## src/rtl/demux_1_8_deser_v.sv

```systemverilog
// rtl/demux_1_8_deser_v.sv - registered 1:8 demultiplexer/deserializer with valid/ready word output
module demux_1_8_deser_v #(
  parameter int WIDTH     = 8,
  parameter bit MSB_FIRST = 1'b0
) (
  input  logic             i_clk,
  input  logic             i_rst_n,
  input  logic             i_mode,
  input  logic             i_a,
  input  logic             i_valid,
  output logic             o_ready,
  input  logic [2:0]       i_sel_code,
  input  logic             i_clear,
  output logic [WIDTH-1:0] o_f,
  output logic [WIDTH-1:0] o_code,
  output logic             o_code_valid,
  input  logic             i_code_ready,
  output logic [2:0]       o_sel_cnt,
  output logic             o_overrun
);

  typedef enum logic {FILL = 1'b0, STALL = 1'b1} state_t;

  state_t           state, state_nxt;
  logic [WIDTH-1:0] staging, mask;
  logic [WIDTH-1:0] staging_upd, mask_upd, lane_oh, load_data;
  logic [2:0]       cnt, lane;
  logic             mode_r, boundary, cur_mode;
  logic             accept, done, slot_free, load_out;

  // At a word boundary the incoming i_mode already governs the first bit.
  always_comb begin
    boundary    = (state == FILL) && (mask == '0) && (cnt == 3'd0);
    cur_mode    = boundary ? i_mode : mode_r;
    accept      = i_valid & o_ready & ~i_clear;
    if (cur_mode)
      lane = MSB_FIRST ? (3'd7 - cnt) : cnt;
    else
      lane = i_sel_code;
    lane_oh     = 8'd1 << lane;
    staging_upd = i_a ? (staging | lane_oh) : (staging & ~lane_oh);
    mask_upd    = mask | lane_oh;
    done        = accept && (cur_mode ? (cnt == 3'd7) : (mask_upd == 8'hFF));
    slot_free   = ~o_code_valid | i_code_ready;
    load_out    = (done & slot_free) |
                  ((state == STALL) & i_code_ready & ~i_clear);
    load_data   = (state == STALL) ? staging : staging_upd;
  end

  always_ff @(posedge i_clk) begin
    if (!i_rst_n)
      state <= FILL;
    else
      state <= state_nxt;
  end

  always_comb begin
    state_nxt = state;
    if (i_clear)
      state_nxt = FILL;
    else begin
      case (state)
        FILL:    if (done && !slot_free) state_nxt = STALL;
        STALL:   if (i_code_ready)       state_nxt = FILL;
        default: state_nxt = FILL;
      endcase
    end
  end

  always_comb begin
    o_ready   = i_rst_n & (state == FILL);
    o_sel_cnt = cnt;
  end

  always_ff @(posedge i_clk) begin
    if (!i_rst_n) begin
      staging      <= '0;
      mask         <= '0;
      cnt          <= 3'd0;
      mode_r       <= 1'b0;
      o_f          <= '0;
      o_code       <= '0;
      o_code_valid <= 1'b0;
      o_overrun    <= 1'b0;
    end else begin
      o_f <= accept ? lane_oh : '0;
      if (i_valid && !o_ready)
        o_overrun <= 1'b1;
      if (boundary)
        mode_r <= i_mode;

      if (load_out) begin
        o_code       <= load_data;
        o_code_valid <= 1'b1;
      end else if (i_code_ready) begin
        o_code_valid <= 1'b0;
      end

      // A word that stalls keeps its full mask, so no new bits can land until it drains.
      if (i_clear || load_out) begin
        staging <= '0;
        mask    <= '0;
        cnt     <= 3'd0;
      end else if (accept) begin
        staging <= staging_upd;
        mask    <= mask_upd;
        if (cur_mode)
          cnt <= cnt + 3'd1;
      end
    end
  end

endmodule

```

## config.mk

```make
export PLATFORM = sky130hd
export DESIGN_NAME = demux_1_8_deser_v
export DESIGN_NICKNAME = d
export VERILOG_FILES = /design/src/rtl/demux_1_8_deser_v.sv
export SDC_FILE = /design/constraint.sdc
export NUM_CORES = 1
export LEC_CHECK = 0
export ABC_AREA = 1
export CAP_MARGIN = 20
export CORE_MARGIN = 2
export CORE_UTILIZATION = 52
export DETAILED_ROUTE_END_ITERATION = 16
export PLACE_DENSITY = 0.79
export SLEW_MARGIN = 25
export SYNTH_ARGS = -nofsm -noshare
export SYNTH_HDL_FRONTEND = slang
export SYNTH_SLANG_ARGS = --single-unit
export TNS_END_PERCENT = 5
```

## constraint.sdc

```tcl
create_clock -name i_clk -period 3.34 [get_ports i_clk]
set_clock_uncertainty 0.05 [all_clocks]
set_input_delay 1.002 -clock i_clk [delete_from_list [all_inputs] [get_ports i_clk]]
set_output_delay 1.002 -clock i_clk [all_outputs]
set_load 0.005 [all_outputs]
```

# == Word level (Yosys, flattened, before mapping) ==
# Cells that the tools add are included.
# totals
reg_bits,39
elab_cells,54
# classes
n_reduce_logical,15
add_sub_neg,1
n_shift,1
muxes,10
bitwise_logic,16
eq_ne,2
# op_table
operator,count
$mux W8,2
$or A8 B8 Y8,2
$and A8 B8 Y8,1
$eq A8 B8 Y1 const B,1
$logic_not A8 Y1,1
$not A8 Y8,1
$shl A1 B3 Y8 const A,1
$and A1 B1 Y1,6
$mux W1,6
$logic_and A1 B1 Y1,5
$not A1 Y1,4
$reduce_and A2 Y1,2
$reduce_or A2 Y1,2
$add A3 B1 Y3 const B,1
$eq A3 B3 Y1 const B,1
$logic_not A3 Y1,1
$mux W3,1
$logic_not A1 Y1,2
$or A1 B1 Y1,2
$pmux W1 S2,1
$reduce_bool A2 Y1,1
$logic_or A1 B1 Y1,1

# == Logic depth before layout (Yosys ltp) ==
# depth
ltp_word,14
depth_mapped,19

# == Worst setup path after synthesis ==
# No wires, ideal clock.
# synth_path
path_type,input -> register
start,input i_rst_n
end,register staging[0]
arrival_time_ps,2512
path_stages,11
required_ps,3171
path_buffers,2
slack_ps,659
path_cell_list,buf_2 inv_1 nor2_4 nand3_1 nor2_1 nand2_1 nand3_4 nand2_4 nand2_8 buf_12 nor2_2
# synth_between
elab_chain_cells,8
# synth_rtl
element,line_no,text
"start, declared",7,"input logic i_rst_n,"
$and A1 B1 Y1,71,o_ready = i_rst_n & (state == FILL);
$and A1 B1 Y1 (2 in a row),35,accept = i_valid & o_ready & ~i_clear;
$logic_and A1 B1 Y1,43,done = accept && (cur_mode ? (cnt == 3'd7) : (mask_upd == 8'hFF));
$and A1 B1 Y1,45,load_out = (done & slot_free) |
$or A1 B1 Y1,45,
$logic_or A1 B1 Y1,100,if (i_clear || load_out) begin
$reduce_or A2 Y1 (no source line),-,
"end signal, assigned",105,staging <= staging_upd;
"end, declared",25,"logic [WIDTH-1:0] staging, mask;"
# Several ways; a longest one is shown, not always the timed one.
# A chain may end at the register's enable or synchronous reset.

# == Worst setup path in the final report ==
# layout_path
start,input i_rst_n
end,output o_ready
# layout_between
elab_chain_cells,1
# layout_rtl
element,line_no,text
$and A1 B1 Y1,71,
"end, declared",11,"output logic o_ready,"
# Every way passes these cells.

==> metrics.md <==
| Metric | Value |
|---|---|
| Largest cells by area after synthesis | `dfxtp_1 (41%), nand2_1 (11%), nor2_1 (9.3%), nand3_1 (5.6%), inv_1 (5.4%)` |
| Max Fanout on Critical Path | `3` |
| Cts bufs inserted | `5` |
| Yosys cell types | `22` |
| Power per cell area | `397 mW/mm²` |
| Crit start category | `input pin` |
| WS Path Type | `in -> out` |
| Max-cap violation count | `0` |
| Vias per cell | `4.93` |
| Setup TNS | `0 ps` |
| Yosys reg bits | `39` |
| H-tree Lvls | `2` |
| Initial core utilization | `0.553` |
| Crit-path slowest cell | `clkdlybuf4s50_1` |
| Number of antenna cells inserted | `0` |
| Clock Latency Late Sink | `approximately 360 ps` |
| CP Cell Sequence | `clkdlybuf4s50_1, inv_1, nor2_1, clkdlybuf4s50_1` |
| Final hold violation count | `0` |
| Overall routing resource usage | `0.213` |
| Fin crit share | `0.970` |
| DR vias | `1,695` |
| TritonRoute pass-1 iters | `4` |
| First-pass GRT wire length | `6870 µm` |
| Tot Pwr | `0.000924 W` |
| WL final | `3880 µm` |
| Total congestion overflow | `0` |
| Top-area cell type share of the netlist area | `0.413` |
| Wirelength per Cell | `11.3 µm` |
| IO Count | `32` |
| CTS Buffer Depth | `2` |
| RSZ-0062 raised after global routing | `false` |
| Syn_nets | `274` |
| Number of global-route vias before repair | `around 1.5k` |
| Status | `finished clean` |
| FILL cells | `302` |
| Worst EP arrival | `between 2000 and 2500 ps` |
| NumNets Final | `310` |
| Fmax | `0.309 GHz` |
| Slew Limit Fails | `0` |
| Post-CTS setup buffer count | `0` |
| Critical path's largest stage delay | `530 ps` |
| Slew headroom | `0.597` |
| TritonCTS Sinks | `39` |
| RePlAce Congestion | `0.834` |
| CTS root buffer | `clkbuf_4` |
| Initial DRC Count | `122` |
| Clk slew on worst S/H paths | `~110 ps` |
| Worst-Margin Slew | `603 ps` |
| Initial antenna violation count | `0` |
| Core area | `roughly 0.0034 mm²` |
| Site row count | `21` |
| Delay-heaviest family, CP | `buffers and inverters` |
| DRC | `0` |
| Area delta synth->final | `23.1%` |
| Die Y | `64.3 µm` |
| Worst path bufs/invs | `3` |
| TritonCTS clock tree | `built` |
| CP required | `2290 ps` |
| Crit path top cell by count | `clkdlybuf4s50_1` |
| Largest net degree at the start of global routing | `20` |
| I/O Buffers | `31` |
| Worst Hold Class | `reg -> reg` |
| DPL Wire Length | `2820 µm` |
| Worst setup EP type | `output pin` |
| Layout cells sized above 1 | `0.131` |
| Die W | `64.3 µm` |
| Synth warnings | `0` |
| Seq/Total Area, Yosys | `0.413` |
| Post_cts resized | `0` |
| Setup-failing EPs final | `0` |
| Synth Instances | `around 260` |
| Avg Inst Size Synth | `about 7.2 µm²` |
| Min Tclk post-route | `3240 ps` |
| Maximum VDD drop | `245 µV` |
| Leak | `0.941 nW` |
| Routed Antenna Nets | `0` |
| Post-synth top area cell | `dfxtp_1` |
| Synth Cell Area | `0.00189 mm²` |
| Die footprint | `0.00413 mm²` |
| CTS Hold Buffers Added | `0` |
-- area by class of cell --
class	count	area (µm²)	area share
clock buffer	6	51.3	0.0220
clock inverter	2	38.8	0.0167
inverter	28	105	0.0452
multi-input combinational	189	961	0.413
sequential	39	781	0.335
tap	46	57.6	0.0247
timing repair buffer	34	333	0.143
-- layer usage --
layer  vias to the layer above  track usage  part of all wire
met5                         -            0                 0
met4                         0       0.0798             0.017
met3                         8       0.0475             0.054
met2                        36        0.315              0.43
met1                       757        0.302              0.50
li1                        894            -                 -
-- stage by stage --
step / setup WS [ps] / area (µm²) / util / hold WS, ps / std cells
final: 98.7 / 2330 / 0.681 / 431 / 344
after global routing: 43.2 / 2330 / 0.681 / 460 / 344
after CTS: 94.8 / 2330 / 0.681 / 435 / 344
after detailed placement: 96.2 / 2240 / 0.655 / 408 / 336
after global placement: 103 / 2240 / 0.655 / 398 / 336
after floorplan: 659 / 1890 / - / 410 / 261
-- worst paths after layout --
kind                                   start           end  slack, ps  cells past startpoint
worst max-delay path                 i_rst_n       o_ready        100                      4
worst min register to register     o_overrun     o_overrun        430                      2
worst min-delay path               o_overrun     o_overrun        430                      2
worst max register to register  o_sel_cnt[0]  o_sel_cnt[0]        740                     18
-- cells in the mapped netlist, drive strengths merged --
cell type	count
buf	3
nor2	59
ha	3
o21ai	18
clkbuf	2
nand4	6
nand3	26
a21oi	11
nand2	65
clkinv	1
inv	27
xor2	1
dfxtp	39
-- report_power, final --
part / leakage [nW] / total [W] / switching (W) / internal, W
clock network: 0.0489 / 0.000343 / 0.000163 / 0.000181
registers: 0.314 / 0.000471 / 0.00000188 / 0.000469
logic: 0.578 / 0.000110 / 0.0000699 / 0.0000399
-- sequential cells by signal, summed over array words and instances, names as in the netlist --
name / flops
o_code: 8
mode_r: 1
o_f: 8
o_sel_cnt: 3
o_code_valid: 1
staging: 8
o_overrun: 1
mask: 8
state: 1
-- logic make-up (layout without fill, tap and decap cells) --
logic type      after synthesis  after routing  synth area share
xor+xnor                      1              1           0.00463
flops                        39             39             0.413
simple gates                156            156             0.407
compound gates               29             29            0.0768
fa+ha+maj                     3              3            0.0199
buf+inv                      33             70            0.0788
-- layout by cell type, fill, tap and decap left out, drive strengths merged --
master          n
ha              3
bufinv          1
nand3          26
clkbuf          6
nand2          65
a21oi          11
clkinv          1
clkdlybuf4s50  31
nand4           6
dfxtp          39
buf             3
inv            28
xor2            1
nor2           59
o21ai          18
-- tightest hold or removal path, stage by stage (launching register included) --
cell     delay (ps)
dfxtp_1         340
a21oi_1          40
nor2_1           70
Note: power is estimated with default switching activity, not from simulation.
